===== src/rtl/prescaler_multi_pkg.sv =====
// ============================================================================
//  Module      : prescaler_multi_pkg
//  Description : Shared defaults and helpers for the multi-channel prescaler.
//                Holds the reset-divisor helper and the channel-select width
//                formula used by the top level and its channel instances.
//  Revision    : 1.0 - initial release
// ============================================================================
`default_nettype none

package prescaler_multi_pkg;

   localparam int C_DEFAULT_NBITS = 13;
   localparam int C_DEFAULT_NCH   = 2;

   // Width of the channel-select field; a single channel still gets one bit.
   function automatic int chw_f(input int nch);
      return (nch > 1) ? $clog2(nch) : 1;
   endfunction

   // Reset divisor is the all-ones value, giving a tick every 2**NBITS cycles.
   function automatic int reset_div_f(input int nbits);
      return (1 << nbits) - 1;
   endfunction

endpackage

`default_nettype wire


===== src/rtl/prescaler_multi_chan.sv =====
// ============================================================================
//  Module      : prescaler_multi_chan
//  Description : One prescaler channel: counter, active/shadow divisor,
//                pending flag, one-cycle tick and 50% square output.
//  Revision    : 1.0 - initial release
// ============================================================================
`default_nettype none

module prescaler_multi_chan
   import prescaler_multi_pkg::*;
#(
   parameter int NBITS = C_DEFAULT_NBITS
)(
   input  logic             clk_fast,
   input  logic             rst,
   input  logic             en,
   input  logic             sync,
   input  logic             wr,
   input  logic [NBITS-1:0] wdata,
   output logic             tick,
   output logic             sq,
   output logic             pend
);

   localparam logic [NBITS-1:0] C_RST_DIV = NBITS'(reset_div_f(NBITS));

   logic [NBITS-1:0] r_count;
   logic [NBITS-1:0] r_active;
   logic [NBITS-1:0] r_shadow;
   logic             r_pend;
   logic             r_tick;
   logic             r_sq;

   logic             w_off;
   logic             w_wrap;

   assign w_off  = (r_active == '0);
   assign w_wrap = (r_count == r_active);

   // Channel state update: reset, then sync, then off/freeze, then counting.
   always_ff @(posedge clk_fast) begin
      if (!rst) begin
         r_count  <= '0;
         r_active <= C_RST_DIV;
         r_shadow <= C_RST_DIV;
         r_pend   <= 1'b0;
         r_tick   <= 1'b0;
         r_sq     <= 1'b0;
      end else if (sync) begin
         // Realign: a write in the same cycle goes straight to active.
         r_count <= '0;
         r_tick  <= 1'b0;
         r_sq    <= 1'b0;
         r_pend  <= 1'b0;
         if (wr) begin
            r_active <= wdata;
            r_shadow <= wdata;
         end else if (r_pend) begin
            r_active <= r_shadow;
         end
      end else begin
         // Writes always land in the shadow; a write beats a same-edge clear.
         if (wr) begin
            r_shadow <= wdata;
            r_pend   <= 1'b1;
         end
         if (w_off) begin
            // Off channel picks up a pending divisor even while frozen.
            r_count <= '0;
            r_tick  <= 1'b0;
            if (r_pend) begin
               r_active <= r_shadow;
               if (!wr) begin
                  r_pend <= 1'b0;
               end
            end
         end else if (!en) begin
            r_tick <= 1'b0;
         end else if (w_wrap) begin
            r_count <= '0;
            r_tick  <= 1'b1;
            r_sq    <= ~r_sq;
            if (r_pend) begin
               r_active <= r_shadow;
               if (!wr) begin
                  r_pend <= 1'b0;
               end
            end
         end else begin
            r_count <= r_count + 1'b1;
            r_tick  <= 1'b0;
         end
      end
   end

   assign tick = r_tick;
   assign sq   = r_sq;
   assign pend = r_pend;

endmodule

`default_nettype wire


===== src/rtl/prescaler_multi.sv =====
// ============================================================================
//  Module      : prescaler_multi
//  Description : Multi-channel programmable clock-enable generator. Decodes
//                the divisor write port into per-channel strobes and
//                instantiates one independent channel per output bit.
//  Revision    : 1.0 - initial release
// ============================================================================
`default_nettype none

module prescaler_multi
   import prescaler_multi_pkg::*;
#(
   parameter  int NBITS = C_DEFAULT_NBITS,
   parameter  int NCH   = C_DEFAULT_NCH,
   localparam int CHW   = chw_f(NCH)
)(
   input  logic             clk_fast,
   input  logic             rst,
   input  logic             en,
   input  logic             sync,
   input  logic             cfg_we,
   input  logic [CHW-1:0]   cfg_ch,
   input  logic [NBITS-1:0] cfg_div,
   output logic [NCH-1:0]   tick,
   output logic [NCH-1:0]   sq,
   output logic [NCH-1:0]   pend
);

   logic [NCH-1:0] w_wr;

   // One-hot write decode; channel numbers at or above NCH match nothing.
   always_comb begin
      w_wr = '0;
      for (int i = 0; i < NCH; i++) begin
         w_wr[i] = cfg_we && (cfg_ch == CHW'(i));
      end
   end

   generate
      for (genvar g = 0; g < NCH; g++) begin : g_chan
         prescaler_multi_chan #(
            .NBITS (NBITS)
         ) u_chan (
            .clk_fast (clk_fast),
            .rst      (rst),
            .en       (en),
            .sync     (sync),
            .wr       (w_wr[g]),
            .wdata    (cfg_div),
            .tick     (tick[g]),
            .sq       (sq[g]),
            .pend     (pend[g])
         );
      end
   endgenerate

endmodule

`default_nettype wire


===== config.mk =====
export PLATFORM = sky130hd
export DESIGN_NAME = prescaler_multi
export DESIGN_NICKNAME = d
export VERILOG_FILES = /design/src/rtl/prescaler_multi_pkg.sv /design/src/rtl/prescaler_multi_chan.sv /design/src/rtl/prescaler_multi.sv
export SDC_FILE = /design/constraint.sdc
export NUM_CORES = 1
export LEC_CHECK = 0
export BUFFER_PORTS_ARGS = -buffer_cell sky130_fd_sc_hd__buf_2
export CORE_MARGIN = 4
export CORE_UTILIZATION = 28
export DETAILED_ROUTE_END_ITERATION = 10
export GPL_TIMING_DRIVEN = 1
export MAX_ROUTING_LAYER = met4
export PLACE_DENSITY = 0.44
export SETUP_SLACK_MARGIN = 0.02
export SYNTH_ARGS = -nofsm -noshare
export SYNTH_HDL_FRONTEND = slang
export SYNTH_SLANG_ARGS = --single-unit

===== constraint.sdc =====
create_clock -name clk_fast -period 2.16 [get_ports clk_fast]
set_input_delay 0.108 -clock clk_fast [delete_from_list [all_inputs] [get_ports clk_fast]]
set_output_delay 0.108 -clock clk_fast [all_outputs]
set_load 0.01 [all_outputs]

# Word-level counts from Yosys, hierarchy flattened
# Index checks and enable logic that the tools add are counted.
# word_totals
reg_bits	84
in_bits	19
# op_classes
add_sub_neg	2
n_eq_ne	2
mux	28
bitwise	7
n_reduce_logical	17
# op_table
operator	count
13-bit two-way mux	14
13-bit by 1-bit adder with 13-bit output (second input constant)	2
13-bit equality test	2
13-bit logical NOT	2
1-bit two-way mux	14
3-bit nonzero test	4
4-bit OR reduction	2
1-bit inverter	7
3-bit AND reduction	2
3-bit OR reduction	2
2-bit AND reduction	2
1-bit logical AND	2
2-bit OR reduction	1

# Longest topological paths before layout
# Gate-level depths: netlist (run 1).
# logic_depth
depth_word	8
ltp_mapped	7

# Cells and area by module
# A second synthesis (run 1) with hierarchy kept.
# unflattened
cells_unflattened	458
hier_area_um2	3967.6
# by_module_without_submodules
mod	n_inst	cells_each	area_each_um2
prescaler_multi_chan	2	228	1975.6
prescaler_multi	1	2	16.3

# Worst setup path after synthesis (run 1)
# Ideal clock, no wire load.
# synth_path
path_kind	flip-flop to flip-flop
start	register g_chan[1].u_chan.r_count[0]
end	register g_chan[1].u_chan.r_active[12]
arrival_ns	1.608
required_time_ns	2.016
path_slack_ns	0.408
stages_incl_launch_ff	7
n_path_buf	1
synth_period_minus_slack_ns	1.752
cell_sequence	dfxtp_1 -> xnor2_1 -> nand4_1 -> or4_4 -> nand2b_1 -> buf_4 -> o221ai_1
# synth_via
elab_chain_cells	3
# synth_lines
element	line_no	text
start: declaration	prescaler_multi_chan.sv:27	logic [NBITS-1:0] r_count;
start signal: assignment	prescaler_multi_chan.sv:90	r_count <= r_count + 1'b1;
13-bit equality test	prescaler_multi_chan.sv:38	assign w_wrap = (r_count == r_active);
3-bit nonzero test (no line)	n/a	
2-bit AND reduction (no line)	n/a	
end signal: assignment	prescaler_multi_chan.sv:56	r_active <= wdata;
end signal: assignment	prescaler_multi_chan.sv:59	r_active <= r_shadow;
end signal: assignment	prescaler_multi_chan.sv:72	r_active <= r_shadow;
end: declaration	prescaler_multi_chan.sv:28	logic [NBITS-1:0] r_active;
# No other way between the ends.
# A chain may end at the register's enable or synchronous reset.

# Worst setup path in the final report (run 1)
# layout_path
start	register g_chan[0].u_chan.r_count[10]
end	register g_chan[0].u_chan.r_active[0]
# layout_via
elab_chain_cells	3
# layout_lines
element	line_no
start: declaration	prescaler_multi_chan.sv:27
start signal: assignment	prescaler_multi_chan.sv:90
13-bit equality test	prescaler_multi_chan.sv:38
3-bit nonzero test (no line)	n/a
2-bit AND reduction (no line)	n/a
end signal: assignment	prescaler_multi_chan.sv:56
end signal: assignment	prescaler_multi_chan.sv:59
end signal: assignment	prescaler_multi_chan.sv:72
end: declaration	prescaler_multi_chan.sv:28
# No other way between the ends.

==> reports/qor.log, run 1 <==
qor: synthesis.top_cells_by_area_synth sky130_fd_sc_hd__dfxtp_1 42%, sky130_fd_sc_hd__nand2_1 8.9%, sky130_fd_sc_hd__xnor2_1 7.4%
qor: grt.global_route_wire_length_before_repair 16.5 mm
qor: setup_path.path_delay_family simple AND/OR/NAND/NOR gates
qor: setup_path.worst_ep_arrival_time 2150 ps
qor: timing.final_period_minus_worst_setup_slack 1960 ps
qor: timing.final-max-slew-violation-count 0
qor: clock_tree.clkSlewWorstSetupHoldPaths 60 ps
qor: timing.clock-skew-final 11.4 ps
qor: power_and_ir_drop.relative_contribution_of_the_clock_network_to_total_power 0.460
qor: power_and_ir_drop.seqPwrFrac 0.449
qor: grt.gr-total-overflow 0
qor: synthesis.post_synth_most_frequent_cells 95 x sky130_fd_sc_hd__nand2_1, 84 x sky130_fd_sc_hd__dfxtp_1, 34 x sky130_fd_sc_hd__nand3_1, 34 x sky130_fd_sc_hd__xnor2_1, 31 x sky130_fd_sc_hd__nor2_1
qor: synthesis.yosys.cell_count.top_type sky130_fd_sc_hd__nand2_1
qor: clock_tree.cts_htree_levels 3
qor: cells_and_area.num-nets-final 525
qor: synthesis.number_of_synthesized_flops_with_an_enable_pin 0
qor: synthesis.synth_warnings 0
qor: setup_path.critical_path.reg2reg.endpoint g_chan[0].u_chan.r_active[0]
qor: clock_tree.post_cts_buffers 0
qor: synthesis.syn_nets 516
qor: cells_and_area.n_fill_cell 1453
qor: cells_and_area.syn_to_final_growth 14.8%
qor: job.maxCapViolCount 0
qor: worst_hold_path.hold-path-cell-count 3
qor: placed_design.placed_cells 673
qor: routing.drt_pass1_iterations 5
qor: placed_design.globalplace.congestion 0.736
qor: grt.grt_max_degree 53
qor: clock_tree.cts_made_buffers 9
qor: power_and_ir_drop.power.combinational.fraction 0.090
qor: setup_path.timing.critical_path.slowest_cell_delay 590 ps
qor: routing.via_per_inst 4.85
qor: placed_design.place.detailed.hpwl 6.97 mm
qor: clock_tree.worst_skew_pair.late_latency 340 ps
qor: cells_and_area.multi_input_comb_area 0.00204 mm²
qor: worst_hold_path.hp-start cfg_div[3]
qor: power_and_ir_drop.power_switching 0.000901 W
qor: die.chipWidth 128 µm
qor: setup_path.critical_path.max_fanout 13
qor: outcome.run_status complete, no violations
qor: worst_hold_path.hold_path_class primary input to register
qor: synthesis.yosys.cell_types.count 33
qor: setup_path.critPathLaunch g_chan[0].u_chan.r_count[10]
qor: timing.period_share 0.909
qor: power_and_ir_drop.power-per-cell-area 813 mW/mm²
qor: timing.finalSetupViolations 0
qor: cells_and_area.final_layout_size_suffix_gt1_frac 0.110
qor: cells_and_area.instances_no_fill 689
qor: worst_hold_path.timing.hold.worst_endpoint g_chan[1].u_chan.r_shadow[3]
qor: die.floorplan.io_pins 25
qor: power_and_ir_drop.vdd_ir_drop_max 333 µV
qor: clock_tree.clock_tree.root_cell sky130_fd_sc_hd__clkbuf_16
qor: clock_tree.post_cts_hold_buffer_count 0
qor: setup_path.worst-path-buf-inv 0
qor: routing.vias 3339
qor: synthesis.synth.ff_latch_count 84
qor: die.initial_utilization 0.288
qor: cells_and_area.area.sequential 0.00168 mm²
qor: clock_tree.numClockSinks 84
qor: setup_path.timing.critical_path.to_type register
qor: die.placementRows 43
qor: synthesis.sequential_cell_area_fraction_in_the_yosys_report 0.420
qor: setup_path.timing.critical_path.cells xnor2_1, nand3_1, or4_4, o21bai_4, o221ai_1
qor: routing.drt_drc_violations_left 0
qor: clock_tree.clock_tree_from_tritoncts yes
qor: setup_path.r2r_setup_slack 200 ps
qor: routing.drt_iter0_markers 260
qor: placed_design.buffer_ports.inserted 24
qor: synthesis.synth.cell_area 0.00401 mm²
qor: synthesis.syn_avg_cell_area 8.10 µm²
qor: routing.detail_route.wl_per_cell 14.3 µm
qor: clock_tree.largest_buffer_count_on_any_clock_path 2
qor: timing.final.setup.tns 0 ps
qor: setup_path.setup.worst_path.class register to register
qor: die.core-area 0.0139 mm²
qor: synthesis.yosys_most_used_dff sky130_fd_sc_hd__dfxtp_1
qor: synthesis.synthDominantAreaCellType sky130_fd_sc_hd__dfxtp_1
qor: timing.timing.max_slew.rel_slack 0.513
qor: setup_path.reg2reg_depth 5
qor: setup_path.worst_r2r_startpoint g_chan[0].u_chan.r_count[10]
qor: timing.hold_viol_final 0
qor: timing.top_achievable_clock_speed 509 MHz
qor: power_and_ir_drop.switching_share 0.241
qor: cells_and_area.antennaDiodeCount 0
qor: grt.grtUsageTotal 0.131
qor: setup_path.worst_path_max_delay_cell sky130_fd_sc_hd__or4_4
qor: setup_path.startpoint_type_of_the_worst_setup_path register
qor: power_and_ir_drop.cell_internal_pwr 0.00284 W
qor: grt.antenna_found_initial 0
qor: synthesis.synthesis.instances 495
qor: clock_tree.cts_resized 0
qor: grt.number_of_global_route_vias_before_repair 3163
qor: die.floorplan.die_area 0.0163 mm²
qor: routing.final_antenna_net_count 0
qor: die.die-height 128 µm
qor: synthesis.synth_top_cell_area_share 0.420
qor: setup_path.worst-endpoint-required 2340 ps
qor: power_and_ir_drop.power.static_leakage 1.81 nW
qor: synthesis.asyncSetResetFlopFracSynth 0
qor: timing.tightestPinTransition 728 ps
qor: routing.wirelength 9.86 mm
qor: timing.grt_setup_unrepaired false
-- metrics by stage --
step | hold WS, ps | total power (W) | instance area [µm²] | setup slack, ps | util
finish | 52.6 | 0.00374 | 4600 | 196 | 0.330
floorplan | 232 | 0.00195 | 4010 | 408 | -
CTS | 46.3 | 0.00378 | 4600 | 194 | 0.330
detailed placement | 401 | 0.00206 | 4260 | 196 | 0.306
global placement | 401 | 0.00205 | 4260 | 234 | 0.306
global route | 63.5 | 0.00390 | 4600 | 76.0 | 0.330
-- cells in the final DEF (no fill, tap or decap), types with 24 or more instances in the layout --
cell type / synthesis / final
sky130_fd_sc_hd__inv_1: 29 / 29
sky130_fd_sc_hd__nor2_1: 31 / 31
sky130_fd_sc_hd__o21ai_0: 28 / 28
sky130_fd_sc_hd__xnor2_1: 34 / 34
sky130_fd_sc_hd__o211ai_1: 26 / 26
sky130_fd_sc_hd__dfxtp_1: 84 / 84
sky130_fd_sc_hd__buf_2: 4 / 24
sky130_fd_sc_hd__o221ai_1: 25 / 25
sky130_fd_sc_hd__nand3_1: 34 / 34
sky130_fd_sc_hd__nand2_1: 95 / 95
-- worst register-to-register path: cells and delay by family (launching register included) --
| kind | cells | cell delay, ps |
|---|---|---|
| AOI/OAI and AO/OA | 2 | 530 |
| xor gates and xnor gates | 1 | 150 |
| and+or+nand+nor | 2 | 730 |
| DFF | 1 | 400 |
-- flip-flops by register name (all words and copies together) (netlist names) --
| register | flops |
|---|---|
| g_chan.u_chan.r_shadow | 26 |
| g_chan.u_chan.tick | 2 |
| g_chan.u_chan.pend | 2 |
| g_chan.u_chan.r_active | 26 |
| g_chan.u_chan.r_count | 26 |
| g_chan.u_chan.sq | 2 |
-- cell type report --
type | instances | area share
multi-input combinational | 346 | 0.443
sequential | 84 | 0.366
clock buffer | 11 | 0.0550
tap | 180 | 0.0490
timing repair buffer | 34 | 0.0452
inverter | 29 | 0.0237
clock inverter | 5 | 0.0182
-- layer usage --
layer	track usage	vias up	share of wire
li1	-	1719	-
met1	0.189	1567	0.53
met2	0.183	49	0.43
met3	0.0259	4	0.034
met4	0.0412	0	0.0069
met5	-	-	0
-- power by group through the flow --
stage	Combinational [W]	Clock, W	Sequential, W
detailed placement	0.000340	0	0.00172
floorplan	0.000251	0	0.00170
global route	0.000389	0.00182	0.00169
CTS	0.000342	0.00176	0.00168
global placement	0.000335	0	0.00172
finish	0.000338	0.00172	0.00168
-- kinds of logic after synthesis --
logic type / after synthesis / share of synthesized area
AO/OA/AOI/OAI: 87 / 0.154
XOR/XNOR: 49 / 0.107
adder cells (fa/ha/maj): 2 / 0.00624
buffers and inverters: 65 / 0.0715
flip-flops: 84 / 0.420
multiplexers: 1 / 0.00250
AND/OR/NAND/NOR: 207 / 0.239
-- worst max path at each step --
stage,end,slack [ps],cells past startpoint
2_1_floorplan,g_chan[1].u_chan.r_active[12],410,6
3_3_place_gp,g_chan[0].u_chan.r_active[0],230,5
3_5_place_dp,g_chan[1].u_chan.r_active[8],200,5
4_1_cts,g_chan[0].u_chan.r_active[0],190,5
5_1_grt,g_chan[0].u_chan.r_active[0],80,5
6_report,g_chan[0].u_chan.r_active[0],200,5
No activity file was read; power rests on OpenSTA's default activity.
==> run 2, diff against run 1 <==
PLACE_DENSITY = not set   (was 0.44)
SKIP_LAST_GASP = 1   (was not set)
==> reports/qor.log, run 2 (synthesized netlist as in run 1, its figures left out) <==
qor: power_and_ir_drop.vdd_ir_drop_max 437 µV [+31%]
qor: timing.timing.max_slew.rel_slack 0.554 [+0.0406]
qor: routing.drt_iter0_markers 148 [-43%]
qor: die.floorplan.die_area 0.0163 mm² [unchanged]
qor: routing.vias 3382 [+1.3%]
qor: die.die-height 128 µm [unchanged]
qor: grt.number_of_global_route_vias_before_repair 3194 [+0.98%]
qor: cells_and_area.mostFrequentLayoutCell sky130_fd_sc_hd__nand2_1
qor: routing.final_antenna_net_count 0 [unchanged]
qor: setup_path.critical_path.max_fanout 13 [unchanged]
qor: timing.hold_viol_final 0 [unchanged]
qor: setup_path.worst_r2r_startpoint g_chan[0].u_chan.r_count[4]
qor: worst_hold_path.hold_path_class primary input to register
qor: power_and_ir_drop.power.static_leakage 1.80 nW [-0.78%]
qor: timing.top_achievable_clock_speed 511 MHz [+0.32%]
qor: timing.final_period_minus_worst_setup_slack 1960 ps [-6.28 ps]
qor: setup_path.worst_ep_arrival_time 2130 ps [-20 ps]
qor: cells_and_area.final_layout_size_suffix_gt1_frac 0.110 [+0.000217]
qor: routing.via_per_inst 4.92 [+1.4%]
qor: clock_tree.largest_buffer_count_on_any_clock_path 2 [unchanged]
qor: timing.final-max-slew-violation-count 0 [unchanged]
qor: die.placementRows 43 [unchanged]
qor: routing.drt_drc_violations_left 0 [unchanged]
qor: power_and_ir_drop.cell_internal_pwr 0.00272 W [-4.4%]
qor: die.floorplan.io_pins 25 [unchanged]
qor: setup_path.reg2reg_depth 5 [unchanged]
qor: setup_path.setup.worst_path.class register to register
qor: die.core-area 0.0139 mm² [unchanged]
qor: setup_path.critical_path.reg2reg.endpoint g_chan[0].u_chan.r_active[2]
qor: cells_and_area.final_cell_mix 95 x sky130_fd_sc_hd__nand2_1, 84 x sky130_fd_sc_hd__dfxtp_1, 34 x sky130_fd_sc_hd__xnor2_1, 34 x sky130_fd_sc_hd__nand3_1, 31 x sky130_fd_sc_hd__nor2_1
qor: power_and_ir_drop.seqPwrFrac 0.472 [+0.023]
qor: timing.period_share 0.906 [-0.00291]
qor: clock_tree.cts_made_buffers 9 [unchanged]
qor: cells_and_area.postLayoutCellArea 0.00455 mm² [-0.98%]
qor: placed_design.place.detailed.hpwl 6.85 mm [-1.7%]
qor: setup_path.startpoint_type_of_the_worst_setup_path register
qor: clock_tree.clock_tree_from_tritoncts yes
qor: cells_and_area.syn_to_final_growth 13.6%
qor: power_and_ir_drop.relative_contribution_of_the_clock_network_to_total_power 0.433 [-0.027]
qor: grt.global_route_wire_length_before_repair 15.9 mm [-3.9%]
qor: grt.grtUsageTotal 0.124 [-0.00693]
qor: clock_tree.post_cts_buffers 0 [unchanged]
qor: placed_design.postPlaceCellArea 0.00424 mm² [-0.47%]
qor: outcome.run_status complete, no violations
qor: clock_tree.post_cts_hold_buffer_count 0 [unchanged]
qor: clock_tree.cts_htree_levels 3 [unchanged]
qor: setup_path.worst-endpoint-required 2330 ps [about the same]
qor: cells_and_area.largestRegisters g_chan.u_chan.r_active: 26 flops, g_chan.u_chan.r_count: 26 flops, g_chan.u_chan.r_shadow: 26 flops
qor: cells_and_area.num-nets-final 524 [-0.19%]
qor: clock_tree.numClockSinks 84 [unchanged]
qor: clock_tree.worst_skew_pair.late_latency 330 ps [about the same]
qor: clock_tree.clock_tree.root_cell sky130_fd_sc_hd__clkbuf_16
qor: cells_and_area.postLayoutCoreUtil 0.327 [-0.00323]
qor: grt.gr-total-overflow 0 [unchanged]
qor: power_and_ir_drop.power-per-cell-area 781 mW/mm² [-4.0%]
qor: timing.finalSetupViolations 0 [unchanged]
qor: timing.grt_setup_unrepaired false
qor: routing.wirelength 9.60 mm [-2.6%]
qor: cells_and_area.antennaDiodeCount 0 [unchanged]
qor: die.initial_utilization 0.288 [unchanged]
qor: routing.detail_route.wl_per_cell 14.0 µm [-2.4%]
qor: die.chipWidth 128 µm [unchanged]
qor: routing.drt_pass1_iterations 4 [-1]
qor: placed_design.buffer_ports.inserted 24 [unchanged]
qor: job.maxCapViolCount 0 [unchanged]
qor: setup_path.timing.critical_path.to_type register
qor: setup_path.worstSetupEndpoint g_chan[0].u_chan.r_active[2]
qor: power_and_ir_drop.power.combinational.fraction 0.095 [+0.005]
qor: timing.clock-skew-final 5.13 ps [-6.23 ps]
qor: timing.tightestPinTransition 667 ps [-60.7 ps]
qor: power_and_ir_drop.switching_share 0.237 [-0.00386]
qor: grt.grt_max_degree 53 [unchanged]
qor: power_and_ir_drop.power_switching 0.000843 W [-6.4%]
qor: setup_path.r2r_setup_slack 200 ps [about the same]
qor: grt.antenna_found_initial 0 [unchanged]
qor: clock_tree.clkSlewWorstSetupHoldPaths 60 ps [about the same]
qor: setup_path.critPathLaunch g_chan[0].u_chan.r_count[4]
qor: clock_tree.cts_resized 0 [unchanged]
qor: placed_design.globalplace.congestion 0.822 [+12%]
## run 2: cell count changes in the layout (fill, tap and decap cells not counted), sizes merged
cell / before / now
clkbuf: 11 / 12
bufinv: 2 / 1
buf: 34 / 33
clkinvlp: 2 / 1
clkinv: 1 / 2
## run 2: stage by stage
step | cells | setup TNS [ps] | total power (W) | hold slack (ps) | worst slack [ps]
2_1_floorplan | 495 | 0 | 0.00195 | 232 | 408
3_3_place_gp | 672 | -27.6 | 0.00204 | 388 | -27.6
3_5_place_dp | 672 | -1070 | 0.00205 | 397 | -161
4_1_cts | 688 | 0 | 0.00360 | 41.1 | 191
5_1_grt | 688 | 0 | 0.00370 | 63.2 | 37.2
6_report | 688 | 0 | 0.00356 | 51.3 | 202
## run 2: critical path: stages, from the launching register on
cell                       delay (ps)
sky130_fd_sc_hd__dfxtp_1          440
sky130_fd_sc_hd__xnor2_1          150
sky130_fd_sc_hd__nand4_1          130
sky130_fd_sc_hd__or4_4            570
sky130_fd_sc_hd__o21bai_4         340
sky130_fd_sc_hd__o221ai_1         180
## run 2: area by class of cell
class,instances,area (µm²)
Clock buffer,12,256
Clock inverter,4,47.5
Fill cell,1432,9380
Inverter,29,109
Multi-Input combinational cell,346,2050
Sequential cell,84,1680
Tap cell,180,225
Timing Repair Buffer,33,188
## run 2: worst min path at each step
| stage | from | end | slack, ps | depth (start not counted) |
|---|---|---|---|---|
| 5_1_grt | cfg_div[4] | g_chan[1].u_chan.r_shadow[4] | 60 | 3 |
| 2_1_floorplan | cfg_div[0] | g_chan[0].u_chan.r_shadow[0] | 230 | 2 |
| 6_report | cfg_div[4] | g_chan[1].u_chan.r_shadow[4] | 50 | 3 |
| 4_1_cts | cfg_div[3] | g_chan[0].u_chan.r_shadow[3] | 40 | 3 |
| 3_3_place_gp | cfg_div[3] | g_chan[1].u_chan.r_shadow[3] | 390 | 3 |
| 3_5_place_dp | cfg_div[3] | g_chan[0].u_chan.r_shadow[3] | 400 | 3 |
## run 2: layer usage
layer	share of wire	track usage	vias to the layer above
met5	0	-	-
met4	0.018	0.0499	0
met3	0.033	0.0176	11
met2	0.44	0.184	78
met1	0.51	0.170	1569
li1	-	-	1724
## run 2: power groups by stage
stage	registers [W]	logic (W)	clock network, W
after detailed placement	0.00171	0.000335	0
after global placement	0.00171	0.000325	0
after CTS	0.00168	0.000337	0.00158
final	0.00168	0.000337	0.00154
after floorplan	0.00170	0.000251	0
after global routing	0.00169	0.000380	0.00163
